### src/rtl/serial_out_pkg.sv
// Shared constants for the serial_out scheduler slice.
// Holds the FSM state encodings and the engine idle-mode codes.
package serial_out_pkg;

    localparam logic [2:0] S_IDLE   = 3'd0;
    localparam logic [2:0] S_LAUNCH = 3'd1;
    localparam logic [2:0] S_RUN    = 3'd2;
    localparam logic [2:0] S_ACK    = 3'd3;
    localparam logic [2:0] S_ABORT  = 3'd4;

    localparam logic [1:0] IM_LOW    = 2'b00;
    localparam logic [1:0] IM_HIGH   = 2'b01;
    localparam logic [1:0] IM_KEEP   = 2'b10;
    localparam logic [1:0] IM_REPEAT = 2'b11;

endpackage

### src/rtl/serial_out_tick_div.sv
// Bit-period tick divider: counts 0..div while enabled, pulses tick on wrap.
// Ports: clk, rst (async high), clear, en, div (period-1), tick (registered).
module serial_out_tick_div #(
    parameter int DIV_WIDTH = 16
) (
    input  logic                 clk,
    input  logic                 rst,
    input  logic                 clear,
    input  logic                 en,
    input  logic [DIV_WIDTH-1:0] div,
    output logic                 tick
);

    logic [DIV_WIDTH-1:0] cnt;

    always_ff @(posedge clk or posedge rst) begin
        if (rst) begin
            cnt  <= '0;
            tick <= 1'b0;
        end else if (clear) begin
            cnt  <= '0;
            tick <= 1'b0;
        end else if (en) begin
            if (cnt == div) begin
                cnt  <= '0;
                tick <= 1'b1;
            end else begin
                cnt  <= cnt + 1'b1;
                tick <= 1'b0;
            end
        end else begin
            tick <= 1'b0;
        end
    end

endmodule

### src/rtl/serial_out_sched.sv
// Round-robin scheduler sharing one serial_out engine among NUM_REQ requesters.
// Ports: i_req/i_data/i_div/i_abort from requesters; o_grant/o_ack/o_abort_ack/
// o_busy back to them; o_so_* drive the engine, i_so_done_tick returns from it.
module serial_out_sched
    import serial_out_pkg::*;
#(
    parameter int         NUM_REQ   = 4,
    parameter int         DATA_BIT  = 16,
    parameter int         DIV_WIDTH = 16,
    parameter logic [1:0] IDLE_MODE = 2'b00
) (
    input  logic                          clk,
    input  logic                          rst,
    input  logic [NUM_REQ-1:0]            i_req,
    input  logic [NUM_REQ*DATA_BIT-1:0]   i_data,
    input  logic [NUM_REQ*DIV_WIDTH-1:0]  i_div,
    input  logic                          i_abort,
    output logic [NUM_REQ-1:0]            o_grant,
    output logic [NUM_REQ-1:0]            o_ack,
    output logic                          o_abort_ack,
    output logic                          o_busy,
    output logic                          o_so_start,
    output logic                          o_so_stop,
    output logic                          o_so_tick,
    output logic [1:0]                    o_so_idle_mode,
    output logic [DATA_BIT-1:0]           o_so_data,
    input  logic                          i_so_done_tick
);

    localparam int IDX_W = $clog2(NUM_REQ);
    // REPEAT is not a legal engine mode here; fall back to LOW.
    localparam logic [1:0] MODE = (IDLE_MODE == IM_REPEAT) ? IM_LOW : IDLE_MODE;

    logic [2:0]           state;
    logic [IDX_W-1:0]     ptr;
    logic [IDX_W-1:0]     owner;
    logic [IDX_W-1:0]     win;
    logic [DIV_WIDTH-1:0] div_q;
    logic                 tick_en;

    // Search upward from ptr+1; iterate farthest-first so the nearest wins.
    always_comb begin
        int j;
        j   = 0;
        win = ptr;
        for (int i = NUM_REQ; i >= 1; i--) begin
            j = int'(ptr) + i;
            if (j >= NUM_REQ)
                j = j - NUM_REQ;
            if (i_req[j[IDX_W-1:0]])
                win = j[IDX_W-1:0];
        end
    end

    // Counter runs from LAUNCH on and stops the cycle S_RUN is left.
    assign tick_en = (state == S_LAUNCH) ||
                     (state == S_RUN && !i_so_done_tick && !i_abort);

    serial_out_tick_div #(
        .DIV_WIDTH (DIV_WIDTH)
    ) u_tick_div (
        .clk   (clk),
        .rst   (rst),
        .clear (!tick_en),
        .en    (tick_en),
        .div   (div_q),
        .tick  (o_so_tick)
    );

    always_ff @(posedge clk or posedge rst) begin
        if (rst) begin
            state          <= S_IDLE;
            ptr            <= IDX_W'(NUM_REQ - 1);
            owner          <= '0;
            div_q          <= '0;
            o_grant        <= '0;
            o_ack          <= '0;
            o_abort_ack    <= 1'b0;
            o_busy         <= 1'b0;
            o_so_start     <= 1'b0;
            o_so_stop      <= 1'b0;
            o_so_idle_mode <= MODE;
            o_so_data      <= '0;
        end else begin
            o_so_start     <= 1'b0;
            o_so_stop      <= 1'b0;
            o_ack          <= '0;
            o_abort_ack    <= 1'b0;
            o_so_idle_mode <= MODE;
            case (state)
                S_IDLE: begin
                    if (|i_req) begin
                        owner      <= win;
                        div_q      <= i_div[win*DIV_WIDTH +: DIV_WIDTH];
                        o_so_data  <= i_data[win*DATA_BIT +: DATA_BIT];
                        o_grant    <= NUM_REQ'(1) << win;
                        o_so_start <= 1'b1;
                        o_busy     <= 1'b1;
                        state      <= S_LAUNCH;
                    end
                end
                S_LAUNCH: begin
                    state <= S_RUN;
                end
                S_RUN: begin
                    // done has priority over a same-cycle abort
                    if (i_so_done_tick) begin
                        o_ack <= o_grant;
                        ptr   <= owner;
                        state <= S_ACK;
                    end else if (i_abort) begin
                        o_so_stop   <= 1'b1;
                        o_abort_ack <= 1'b1;
                        ptr         <= owner;
                        state       <= S_ABORT;
                    end
                end
                S_ACK, S_ABORT: begin
                    o_grant <= '0;
                    o_busy  <= 1'b0;
                    state   <= S_IDLE;
                end
                default: begin
                    o_grant <= '0;
                    o_busy  <= 1'b0;
                    state   <= S_IDLE;
                end
            endcase
        end
    end

endmodule

### config.mk
export PLATFORM = sky130hd
export DESIGN_NAME = serial_out_sched
export DESIGN_NICKNAME = d
export VERILOG_FILES = /design/src/rtl/serial_out_pkg.sv /design/src/rtl/serial_out_tick_div.sv /design/src/rtl/serial_out_sched.sv
export SDC_FILE = /design/constraint.sdc
export NUM_CORES = 1
export LEC_CHECK = 0
export ABC_AREA = 1
export BUFFER_PORTS_ARGS = -buffer_cell sky130_fd_sc_hd__buf_2
export CAP_MARGIN = 20
export CORE_ASPECT_RATIO = 1.5
export CORE_UTILIZATION = 51
export DETAILED_ROUTE_END_ITERATION = 10
export PLACE_DENSITY = 0.82
export SETUP_SLACK_MARGIN = 0.1
export SYNTH_ARGS = -nofsm -noshare
export SYNTH_HDL_FRONTEND = slang
export SYNTH_SLANG_ARGS = --single-unit
### constraint.sdc
create_clock -name clk -period 2.9 [get_ports clk]
set_input_delay 0.58 -clock clk [delete_from_list [all_inputs] [get_ports clk]]
set_output_delay 0.58 -clock clk [all_outputs]
set_load 0.01 [all_outputs]
# After elaboration in Yosys (flattened, before gate mapping)
# Cells that the tools add are included.
[word_totals]
register_bits = 67
inputBits = 136
output_inout_bits = 31
word_cells = 88
[op_classes]
add_sub_neg = 9
n_lt_le_gt_ge = 8
n_eq_ne = 5
shifts = 3
muxes = 37
bitwise_logic = 1
reduce_logical = 13
[ops]
columns = ["op", "count"]
rows = [
  ["$shiftx A64 B7 Y16", 2],
  ["$mux W16", 2],
  ["$mux W2", 10],
  ["$add A16 B1 Y16 const B", 1],
  ["$eq A16 B16 Y1", 1],
  ["$lt A2 B3 Y1 const B", 4],
  ["$mux W1", 12],
  ["$mux W4", 3],
  ["$ge A3 B3 Y1 const B", 3],
  ["$mux W3", 3],
  ["$pmux W3 S3", 1],
  ["$bmux W1 S2", 4],
  ["$pmux W4 S2", 1],
  ["$reduce_and A2 Y1", 4],
  ["$sub A2 B1 Y2 const B", 4],
  ["$add A2 B2 Y3 const B", 2],
  ["$add A2 B3 Y4 const B", 1],
  ["$ge A4 B3 Y1 const B", 1],
  ["$reduce_or A4 Y1", 1],
  ["$shl A1 B2 Y4 const A", 1],
  ["$add A2 B1 Y3 const B", 1],
  ["$eq A3 B1 Y1 const B", 1],
  ["$eq A3 B2 Y1 const B", 1],
  ["$logic_not A3 Y1", 1],
  ["other kinds (9)", 11],
]

# Logic depth before layout (Yosys ltp)
[logic_depth]
word_depth = 12
ltp_mapped = 17
depth_no_buf = 15

# Cells and area by module
# A second synthesis with hierarchy kept.
[hier_totals]
cells_unflattened = 808
hier_area_um2 = 4959.8
[modules_own_cells]
columns = ["module", "n_inst", "cells_per_inst", "area_each_um2", "seq_area_each_um2"]
rows = [
  ["serial_out_sched", 1, 596, 3613.5, 1253.7],
  ["serial_out_tick_div", 1, 212, 1346.3, 425.4],
]

# Least setup slack after synthesis
# No wires, ideal clock.
[synth_path]
path_type = "reg2reg"
startpoint = "reg ptr[0]"
endpoint = "reg div_q[0]"
setup_ps = 117
t_arrival_ps = 1663
t_required_ps = 2783
slack_ps = 1121
path_stages_with_launch = 17
n_path_buf = 3
period_less_slack_ps = 1779
cell_sequence = "dfstp_2 buf_6 nand2_1 o21ai_1 nand2_1 nand2_1 nand2_2 nand2_1 nand2_2 buf_6 buf_6 nand3_1 nand2_1 nand2_1 nand2_1 nand2_1 nand2_1"
[synth_between]
elab_chain_cells = 10
word_cells_on_any_way = 29
cone_classes = "add/sub: 8; order compare: 4; shift: 1; mux: 16"
[synth_lines]
columns = ["element", "line", "rtl"]
rows = [
  ["from (decl)", "serial_out_sched.sv:35", "logic [IDX_W-1:0] ptr;"],
  ["from (signal assigned)", "serial_out_sched.sv:73", "ptr <= IDX_W'(NUM_REQ - 1);"],
  ["from (signal assigned)", "serial_out_sched.sv:109", "ptr <= owner;"],
  ["from (signal assigned)", "serial_out_sched.sv:114", "ptr <= owner;"],
  ["$add A2 B3 Y4", "serial_out_sched.sv:47", "j = int'(ptr) + i;"],
  ["$ge A4 B3 Y1 / $sub A2 B1 Y2 (equally long branches)", "serial_out_sched.sv:48, serial_out_sched.sv:49", ""],
  ["$mux W2", "serial_out_sched.sv:48", "if (j >= NUM_REQ)"],
  ["$bmux W1 S2", "serial_out_sched.sv:50", "if (i_req[j[IDX_W-1:0]])"],
  ["$mux W1 (implied by the code)", "serial_out_sched.sv:50", ""],
  ["$mux W2 (3 in a row)", "serial_out_sched.sv:50", ""],
  ["$mux W2 *", "serial_out_sched.sv:50", ""],
  ["$shiftx A64 B7 Y16 *", "serial_out_sched.sv:94", "div_q <= i_div[win*DIV_WIDTH +: DIV_WIDTH];"],
  ["to (signal assigned)", "serial_out_sched.sv:94", ""],
  ["to (decl)", "serial_out_sched.sv:38", "logic [DIV_WIDTH-1:0] div_q;"],
]
# Every way passes the cells marked *; elsewhere a longest branch is shown, timed or not. The select of a mux whose other input is x is not followed.
# A chain may end at the register's enable or synchronous reset.

# Worst setup path in the final report
[layout_path]
startpoint = "reg ptr[0]"
endpoint = "reg o_so_data[6]"
[layout_between]
elab_chain_cells = 10
word_cells_on_any_way = 29
cone_classes = "add/sub: 8; order compare: 4; shift: 1; mux: 16"
[layout_lines]
columns = ["element", "line", "rtl"]
rows = [
  ["$add A2 B3 Y4", "serial_out_sched.sv:47", ""],
  ["$ge A4 B3 Y1 / $sub A2 B1 Y2 (equally long branches)", "serial_out_sched.sv:48, serial_out_sched.sv:49", ""],
  ["$mux W2", "serial_out_sched.sv:48", ""],
  ["$bmux W1 S2", "serial_out_sched.sv:50", ""],
  ["$mux W1 (implied by the code)", "serial_out_sched.sv:50", ""],
  ["$mux W2 (3 in a row)", "serial_out_sched.sv:50", ""],
  ["$mux W2 *", "serial_out_sched.sv:50", ""],
  ["$shiftx A64 B7 Y16 *", "serial_out_sched.sv:95", "o_so_data <= i_data[win*DATA_BIT +: DATA_BIT];"],
  ["to (signal assigned)", "serial_out_sched.sv:95", ""],
  ["to (decl)", "serial_out_sched.sv:26", "output logic [DATA_BIT-1:0] o_so_data,"],
]
# Marked as above.

==> reports/metrics.cfg <==
[cts]
cts_resized = 0
cts_sinks = 67
clk_latency_ns = 0.33
cts_tree = built
htreeDepth = 3
cts_hold_buf = 0
cts_root_buffer = clkbuf_16
clkTransAtPathRegs_ns = 0.05
post_cts_buffers = 0
clockBufferDepth = 2
cts_made_buffers = 9

[die]
initial_utilization_pct = 52.3
die_w_um = 79.7
die_area_mm2 = 0.00945
io-pin-count = 167
rows = 42
dieHeight_um = 119
core_mm2 = 0.00883

[layout]
fin_area_mm2 = 0.00572
drive_above_1_share_pct = 23.8
layout.nets = 992
ff_latch_area_mm2 = 0.00168
multi_input_comb_area_mm2 = 0.00232
synthToLayoutAreaGrowth_pct = 24.0
n_fill_cell = 849
antenna_cells = 0
final_util_pct = 64.8

[timing]
period_minus_slack_ns = 2.45
skew_ns = 0.00586
worst_pin_slew_ns = 0.608
setup_violations = 0
final_hold_viol_count = 0
slew_violations = 0
max_freq_ghz = 0.408
relSlewSlack_pct = 59.4
holdWs_ns = 0.310
finalSetupTns_ns = 0
grt_setup_unrepaired = no
period_share_pct = 84.4

[setup_path]
r2r_start = ptr[0]
rrSetupSlack_ns = 0.45
r2r-end = o_so_data[6]
cp.required_ns = 3.12
endpoint = o_so_data[6]
worstSetupPathType = register to register
cp-startpoint = ptr[0]
rr_worst_depth = 13
setup.worst_path.start_class = register
critPathCaptureType = register
arrival_ns = 2.67
critical_path.max_fanout = 35

[routing]
vias_per_cell = 5.09
drt_iter0_drc = 313
via_count = 4941
wirelength_um = 12700
postRouteAntennaNets = 0
first_pass_iters = 5
avgRoutedWirePerCell_um = 13.1
drc = 0

[synthesis]
postSynthCellCount = 710
ys_ff_latch = 67
syn_area_per_cell_um2 = 6.50
synth_top_area_share_pct = 35.2
synth_seq_area_share_pct = 36.4
ys_warn_count = 0
yosysTopAreaCell = dfrtp_1
synth_area_mm2 = 0.00462
synth_cell_types = 30
synthTopCellsByArea = dfrtp_1 35%, nand2_1 22%, nand3_1 15%, inv_1 7.2%, xnor2_1 3.2%

[power_and_ir_drop]
ir_worst_vdd_mv = 0.767
power_density_mw_per_mm2 = 1220
p_leak_nw = 3.44

[global_routing]
grt_pass1_wl_um = 21300
grt_usage_pct = 29.2
grt_pass1_vias = 4656
grt_antenna_before_repair = 0
grt-ovfl-total = 0
grt_max_degree = 42

[placed_design]
gp_congestion = 0.837
port_buffers = 164
place_area_mm2 = 0.00540
dp_hpwl_um = 9040

[flow_run]
maxCapViolCount = 0

[run_status]
outcome = completed

[min_path]
min_path_type = primary input to async pin

layout by cell type (no fill, tap or decap), drive strengths merged:
cell,n
a211oi,1
a21oi,6
and3,2
buf,175
bufinv,2
clkbuf,12
clkinv,1
clkinvlp,1
conb,2
dfrtp,65
dfstp,2
ha,1
inv,91
nand2,276
nand3,143
nand4,5
nor2,27
nor3,6
nor3b,3
nor4,1
o21a,1
o21ai,11
o22ai,2
or2,2
xnor2,17
xor2,5
layout make-up:
cell class	count	share of cell area [%]
Clock buffer	12	4.48
Clock inverter	4	1.27
Inverter	91	5.97
Multi-Input combinational cell	511	40.5
Sequential cell	67	29.3
Tap cell	110	2.40
Timing Repair Buffer	175	16.0
logic make-up after synthesis:
family | Yosys count | share of synthesized area [%]
flip-flops | 67 | 36.4
XOR/XNOR | 22 | 4.17
buffers and inverters | 133 | 13.4
AO/OA/AOI/OAI | 21 | 2.44
adder cells (fa/ha/maj) | 1 | 0.271
AND/OR/NAND/NOR | 465 | 43.2
other | 1 | 0.0812
stage by stage:
| step | worst slack [ns] | instances | total power [W] |
|---|---|---|---|
| after floorplan | 0.640 | 711 | 0.00492 |
| final | 0.452 | 970 | 0.00696 |
| after detailed placement | 0.505 | 954 | 0.00573 |
| after global routing | 0.191 | 970 | 0.00767 |
| after CTS | 0.478 | 970 | 0.00697 |
| after global placement | 0.568 | 954 | 0.00569 |
critical path, cell delays in order (launching register included):
cell	delay [ns]
dfstp_2	0.64
inv_1	0.16
nand2_1	0.10
nand2_1	0.07
nand2_1	0.08
o21ai_0	0.09
o21ai_1	0.12
nand2_1	0.07
nand2_2	0.28
inv_2	0.33
nand2_1	0.17
nand2_1	0.07
nand2_1	0.06
nand2_1	0.06
worst min-delay path by stage:
stage / to / slack [ns]
6_report: o_grant[2] / 0.31
5_1_grt: o_ack[3] / 0.35
4_1_cts: state[0] / 0.32
3_5_place_dp: o_so_data[10] / 0.46
3_3_place_gp: o_so_data[11] / 0.46
2_1_floorplan: div_q[12] / 0.46
registers in the layout, summed over array words and instances, names as in the netlist:
register,flops
ptr,2
div_q,16
u_tick_div.tick,1
o_grant,4
o_ack,4
o_so_stop,1
o_busy,1
o_so_data,16
state,3
owner,2
u_tick_div.cnt,16
o_so_start,1
layer usage:
layer	part of all wire, %	up-vias	routed length, um	track usage, %
li1	-	2493	-	-
met1	41	2208	5230	37.1
met2	51	210	6450	47.3
met4	2.6	0	327	13.1
met3	5.7	30	729	5.56
met5	0	-	0	0
synth_stat cells (all sizes together):
cell type and number:
nand2 276, nand3 143, inv 91, dfrtp 65, buf 37, nor2 27, xnor2 17, o21ai 11
a21oi 6, nor3 6, clkbuf 5, nand4 5, xor2 5, nor3b 3, and3 2, dfstp 2
o22ai 2, or2 2, a211oi 1, conb 1, ha 1, nor4 1, o21a 1
report_power, final:
group,switching (W),internal [W],total (W)
logic,0.00285,0.00143,0.00428
registers,0.000224,0.00127,0.00150
clock network,0.000389,0.000797,0.00119
total,0.00346,0.00350,0.00696
Power figures use the tool's default switching activity.
